==> src/rtl/branch_stall_sequencer.sv <==
// branch_stall_sequencer
// Owns the PC write path whenever core_control asks for a stall:
// POP wait, forward bracket scan on a taken CBF, and jump-back on a taken CBB.
// The core control bundle is gated (core_en=0) while a sequence is running.
// Optional build macro: STALL_PERF_EN adds a saturating 32-bit stall_cycles counter.
//
// state    | meaning
// ---------+--------------------------------------------------------------
// RUN      | normal execution, PC advances on every ready instruction
// POP_WAIT | one-cycle bubble after a stalled POP, then PC+1
// SCAN     | walking forward from CBF looking for the matching CBB
// RESUME   | one-cycle jump back to the latched loop-start PC

package bss_pkg;
   typedef enum logic [3:0] {
      OP_NOP   = 4'd0,
      OP_INC   = 4'd1,
      OP_DEC   = 4'd2,
      OP_LEFT  = 4'd3,
      OP_RIGHT = 4'd4,
      OP_OUT   = 4'd5,
      OP_IN    = 4'd6,
      OP_CBF   = 4'd7,
      OP_CBB   = 4'd8,
      OP_POP   = 4'd9
   } op_code;
endpackage

module branch_stall_sequencer
   import bss_pkg::*;
#(
   parameter int PC_W    = 16,
   parameter int DEPTH_W = 8
) (
   input  logic            clk,
   input  logic            reset,
   input  op_code          instr,
   input  logic            imem_ready,
   input  logic            req_stall,
   input  logic [PC_W-1:0] pc,
   input  logic [PC_W-1:0] cache_pc,
   output logic [PC_W-1:0] fetch_addr,
   output logic            pc_write,
   output logic [PC_W-1:0] pc_next,
   output logic            core_en,
   output logic            busy,
   output logic            scan_err,
   output logic [1:0]      seq_state
`ifdef STALL_PERF_EN
   ,
   output logic [31:0]     stall_cycles
`endif
);

   typedef enum logic [1:0] {
      RUN      = 2'd0,
      POP_WAIT = 2'd1,
      SCAN     = 2'd2,
      RESUME   = 2'd3
   } seq_t;

   localparam logic [PC_W-1:0]    PC_MAX    = '1;
   localparam logic [DEPTH_W-1:0] DEPTH_MAX = '1;
   localparam logic [DEPTH_W-1:0] DEPTH_ONE = DEPTH_W'(1);

   seq_t               state;
   logic [DEPTH_W-1:0] depth;
   logic [PC_W-1:0]    scan_pc;
   logic [PC_W-1:0]    ret_pc;
   logic               err_q;

   logic run_ready;
   logic stall_pop;
   logic stall_cbf;
   logic stall_cbb;
   logic scan_live;
   logic scan_match;
   logic scan_ovf;
   logic scan_wrap;

   // Decode of the events that drive both the outputs and the next state.
   // An errored scan is frozen, so it never counts as a live scan cycle.
   always_comb begin
      run_ready  = (state == RUN) && imem_ready;
      stall_pop  = run_ready && req_stall && (instr == OP_POP);
      stall_cbf  = run_ready && req_stall && (instr == OP_CBF);
      stall_cbb  = run_ready && req_stall && (instr == OP_CBB);
      scan_live  = (state == SCAN) && !err_q && imem_ready;
      scan_match = scan_live && (instr == OP_CBB) && (depth == DEPTH_ONE);
      scan_ovf   = scan_live && (instr == OP_CBF) && (depth == DEPTH_MAX);
      scan_wrap  = scan_live && !scan_match && (scan_pc == PC_MAX);
   end

   // Output decode; everything is forced quiet while reset is asserted so the
   // PC is never written on a reset cycle, even mid-sequence.
   always_comb begin
      fetch_addr = (state == SCAN) ? scan_pc : pc;
      pc_next    = pc + PC_W'(1);
      pc_write   = 1'b0;
      core_en    = 1'b0;
      if (!reset) begin
         case (state)
            RUN: begin
               core_en  = imem_ready;
               pc_write = imem_ready &&
                          !(req_stall && ((instr == OP_POP) ||
                                          (instr == OP_CBF) ||
                                          (instr == OP_CBB)));
            end
            POP_WAIT: begin
               pc_write = 1'b1;
            end
            SCAN: begin
               pc_next  = scan_pc + PC_W'(1);
               pc_write = scan_match;
            end
            RESUME: begin
               pc_next  = ret_pc;
               pc_write = 1'b1;
            end
            default: begin
               pc_write = 1'b0;
            end
         endcase
      end
      busy      = !reset && (state != RUN);
      scan_err  = !reset && err_q;
      seq_state = reset ? 2'd0 : state;
   end

   // Sequencer state, bracket depth, scan pointer and sticky error.
   // A CBF taken at the top of PC space has nowhere to scan, so it errors at once.
   always_ff @(posedge clk) begin
      if (reset) begin
         state   <= RUN;
         depth   <= '0;
         scan_pc <= '0;
         ret_pc  <= '0;
         err_q   <= 1'b0;
      end else begin
         case (state)
            RUN: begin
               if (stall_pop) begin
                  state <= POP_WAIT;
               end else if (stall_cbf) begin
                  state   <= SCAN;
                  scan_pc <= pc + PC_W'(1);
                  depth   <= DEPTH_ONE;
                  if (pc == PC_MAX) err_q <= 1'b1;
               end else if (stall_cbb) begin
                  state  <= RESUME;
                  ret_pc <= cache_pc;
               end
            end
            POP_WAIT: state <= RUN;
            RESUME:   state <= RUN;
            SCAN: begin
               if (scan_live) begin
                  if (scan_ovf || scan_wrap) begin
                     err_q <= 1'b1;
                  end else if (scan_match) begin
                     state <= RUN;
                  end else begin
                     scan_pc <= scan_pc + PC_W'(1);
                     if (instr == OP_CBF)      depth <= depth + DEPTH_ONE;
                     else if (instr == OP_CBB) depth <= depth - DEPTH_ONE;
                  end
               end
            end
            default: state <= RUN;
         endcase
      end
   end

`ifdef STALL_PERF_EN
   // Count every cycle the core is not making forward progress; saturates.
   always_ff @(posedge clk) begin
      if (reset) begin
         stall_cycles <= '0;
      end else if (((state != RUN) || !imem_ready) && (stall_cycles != 32'hFFFF_FFFF)) begin
         stall_cycles <= stall_cycles + 32'd1;
      end
   end
`endif

endmodule
==> config.mk <==
export PLATFORM = sky130hd
export DESIGN_NAME = branch_stall_sequencer
export DESIGN_NICKNAME = d
export VERILOG_FILES = /design/src/rtl/branch_stall_sequencer.sv
export SDC_FILE = /design/constraint.sdc
export NUM_CORES = 1
export LEC_CHECK = 0
export CELL_PAD_IN_SITES_DETAIL_PLACEMENT = 1
export CELL_PAD_IN_SITES_GLOBAL_PLACEMENT = 2
export CORE_AREA = 2 2 113 115
export CTS_BUF_LIST = sky130_fd_sc_hd__clkbuf_2 sky130_fd_sc_hd__clkbuf_4 sky130_fd_sc_hd__clkbuf_8
export DETAILED_ROUTE_END_ITERATION = 8
export DIE_AREA = 0 0 115 117
export PLACE_DENSITY_LB_ADDON = 0.1
export RECOVER_POWER = 100
export SYNTH_ARGS = -nofsm -noshare
export SYNTH_HDL_FRONTEND = slang
export SYNTH_SLANG_ARGS = --single-unit
==> constraint.sdc <==
create_clock -name clk -period 3.5 [get_ports clk]
set_clock_uncertainty 0.1 [all_clocks]
set_input_delay 1.05 -clock clk [delete_from_list [all_inputs] [get_ports clk]]
set_output_delay 1.05 -clock clk [all_outputs]
set_load 0.02 [all_outputs]
==> results.json <==
{
  "status": "finished, violations left",
  "violations": "negative setup slack",
  "critPathMaxFanout": 2,
  "multiInputGateArea_mm2": 0.00243,
  "synth.yosys.seq_area_share_pct": 25.9,
  "fin_hold_ws_ps": 355,
  "htree_levels": 2,
  "criticalPathCategory": "input port to output pin",
  "tightest_slew_ps": 593,
  "synth_nets": 533,
  "fin_area_mm2": 0.00514,
  "drtPass1Iterations": 4,
  "yosys-top-cells-area": "dfxtp_1 (26%), nand2_1 (13%), a21oi_1 (7.5%), xnor2_1 (5.5%), nor2_1 (3.9%)",
  "clkPwrFrac_pct": 33.8,
  "p_switching_w": 0.000396,
  "worstSkewPairLatency_ps": 320,
  "synth_cell_types": 55,
  "root_buffer": "clkbuf_8",
  "synthDominantCellAreaShare_pct": 25.9,
  "die_w_um": 115,
  "internal-power_w": 0.000871,
  "via_count": 4161,
  "pwr-share-comb_pct": 26.6,
  "core_area_mm2": 0.0123,
  "maxCapViolations": 0,
  "grt_pass1_wl_um": 22300,
  "ir_worst_vdd_uv": 134,
  "grt_usage_pct": 21.5,
  "cts_buffer_depth": 2,
  "power_frac_seq_pct": 39.6,
  "total_power_w": 0.00127,
  "endpoint_kind": "output pin",
  "overflow": 0,
  "syn_to_final_growth_pct": 54.6,
  "clk_pin_slew_worst_paths_ps": 90,
  "cts_buffers": 5,
  "wirelength_um": 14500,
  "regArea_um2": 862,
  "place.gp.congestion": 0.830,
  "grt_pass1_vias": 4250,
  "layout.nets": 695,
  "viasPerCell": 5.19,
  "io_pins": 78,
  "drive_above_1_share_pct": 27.3,
  "hold_class": "flop to flop",
  "leakage_nw": 2.14,
  "hold_viol": 0,
  "ant_nets": 0,
  "yosys_register_bits": 43,
  "antenna_found_initial": 0,
  "final-setup-viol-count": 1,
  "final_max_slew_viol_count": 0,
  "yosysWarningCount": 0,
  "drt-initial-drc-count": 156,
  "rsz0062_at_grt": "true",
  "drcViolationCount": 0,
  "dp_slack_ps": -918,
  "cellPowerDensity_mw_per_mm2": 246,
  "swShare_pct": 31.2,
  "critPathRequiredTime_ps": 2350,
  "syn-cell-area_mm2": 0.00333,
  "synth_cells": 488,
  "hold_buffers": 0,
  "fin_crit_sh_pct": 100,
  "n_fill_cell": 1565,
  "rows": 41,
  "grt_max_degree": 48,
  "die_h_um": 117,
  "synthFlopType": "dfxtp_1",
  "cts_sinks": 43,
  "fmax_ghz": 0.286,
  "slew-limit-headroom_pct": 60.5,
  "timing.final.ws_setup_ps": -0.337,
  "place_area_mm2": 0.00488,
  "start_util_pct": 27.0,
  "min_period_ps": 3500,
  "fin_setup_tns_ps": -0.337,
  "synth_edf_count": 0,
  "arrival_ps": 2350,
  "antenna_cells": 0,
  "dp_hpwl_um": 10900,
  "start_kind": "input port",
  "avgSynthCellArea_um2": 6.82,
  "cts_tree": "built",
  "dieArea_mm2": 0.0135,
  "async_reset_ff_share_pct": 0,
  "port_buffers": 77,
  "yosys.area.top_type": "dfxtp_1",
  "detail_route.wl_per_cell_um": 18.1
}
-- timing repair --
action | CTS | global route
cloned | 1 | 0
setup buffers | 9 | 3
setup endpoints to repair | 38 | 15
pin swaps | 20 | 13
resized for setup | 151 | 27
-- cells in the final DEF (no fill, tap or decap), types with 8 or more instances in the layout --
master           synthesis  layout
xnor2_1                 21      20
o21ai_1                  7      10
inv_1                   14      14
o32ai_1                  8       8
nor2_1                  35      34
buf_4                    1     100
nand4_1                 11      11
nor3_1                  12       9
buf_2                    3      17
dlygate4sd2_1            0      14
o21ai_0                 23      20
dfxtp_1                 43      42
clkdlybuf4s50_1          0      34
buf_6                    4       9
nand2_1                115     113
nand3_1                 20      18
a21oi_1                 50      48
-- metal layers --
layer / global-route usage, % / vias up / part of all wire, % / wire (µm)
li1: - / 2049 / - / -
met1: 27.4 / 2023 / 45 / 6560
met2: 38.6 / 62 / 50 / 7250
met3: 2.57 / 27 / 2.1 / 306
met4: 5.86 / 0 / 2.5 / 363
met5: 0 / - / 0 / 0
-- critical path, stage by stage --
cell             delay (ps)
clkdlybuf4s50_1         510
nor4bb_4                300
nand4_1                 170
a21oi_2                 160
buf_4                   150
-- path summary, 6_finish.rpt --
path	depth (start not counted)	endpoint	slack [ps]	from
hold reg to reg	2	ret_pc[8]$_SDFFE_PP0P_	360	ret_pc[8]$_SDFFE_PP0P_
hold / removal	2	ret_pc[8]$_SDFFE_PP0P_	360	ret_pc[8]$_SDFFE_PP0P_
setup / recovery	5	pc_write	-0.3	imem_ready
setup reg to reg	8	scan_pc[12]$_SDFFE_PP0P_	890	scan_pc[11]$_SDFFE_PP0P_
-- per-stage QoR --
stage | utilization, % | instances
after floorplan | - | 488
after global placement | 39.7 | 780
after detailed placement | 39.7 | 780
after CTS | 41.7 | 798
after global routing | 41.8 | 801
final | 41.8 | 801
-- power by group through the flow --
stage,sequential [W],clock (W),combinational [W]
floorplan,0.000512,0,0.000136
global placement,0.000513,0,0.000334
detailed placement,0.000513,0,0.000337
CTS,0.000502,0.000442,0.000336
global route,0.000503,0.000464,0.000364
finish,0.000502,0.000429,0.000337
-- sequential cells by signal (all words and copies together), names as in the netlist --
signal / flops
ret_pc: 16
scan_pc: 16
depth: 8
state: 2
err_q: 1
-- logic make-up after synthesis --
group / synth area share, %
compound gates: 21.0
xor+xnor: 7.63
fa+ha+maj: 1.88
buf+inv: 6.32
flops: 25.9
mux: 2.44
simple gates: 34.9
-- synth_stat cells (all sizes together), types with 7 or more instances --
master and number:
o21ai 30, dfxtp 43, xnor2 21, buf 13, mux2i 7, nor4 9
a21oi 50, o32ai 8, inv 14, nand3 21, and3 8, xor2 8
nand4 12, nor2 35, nor3 12, nand2 115, clkbuf 19
-- cell type report --
type / instances / share of cell area [%]
multi-input cells: 399 / 47.3
repair buffers: 187 / 29.0
inverters: 14 / 1.02
well taps: 150 / 3.65
flip-flops and latches: 43 / 16.8
clock buffers: 5 / 1.34
clock inverters: 3 / 0.900
(Power assumes the default switching activity.)
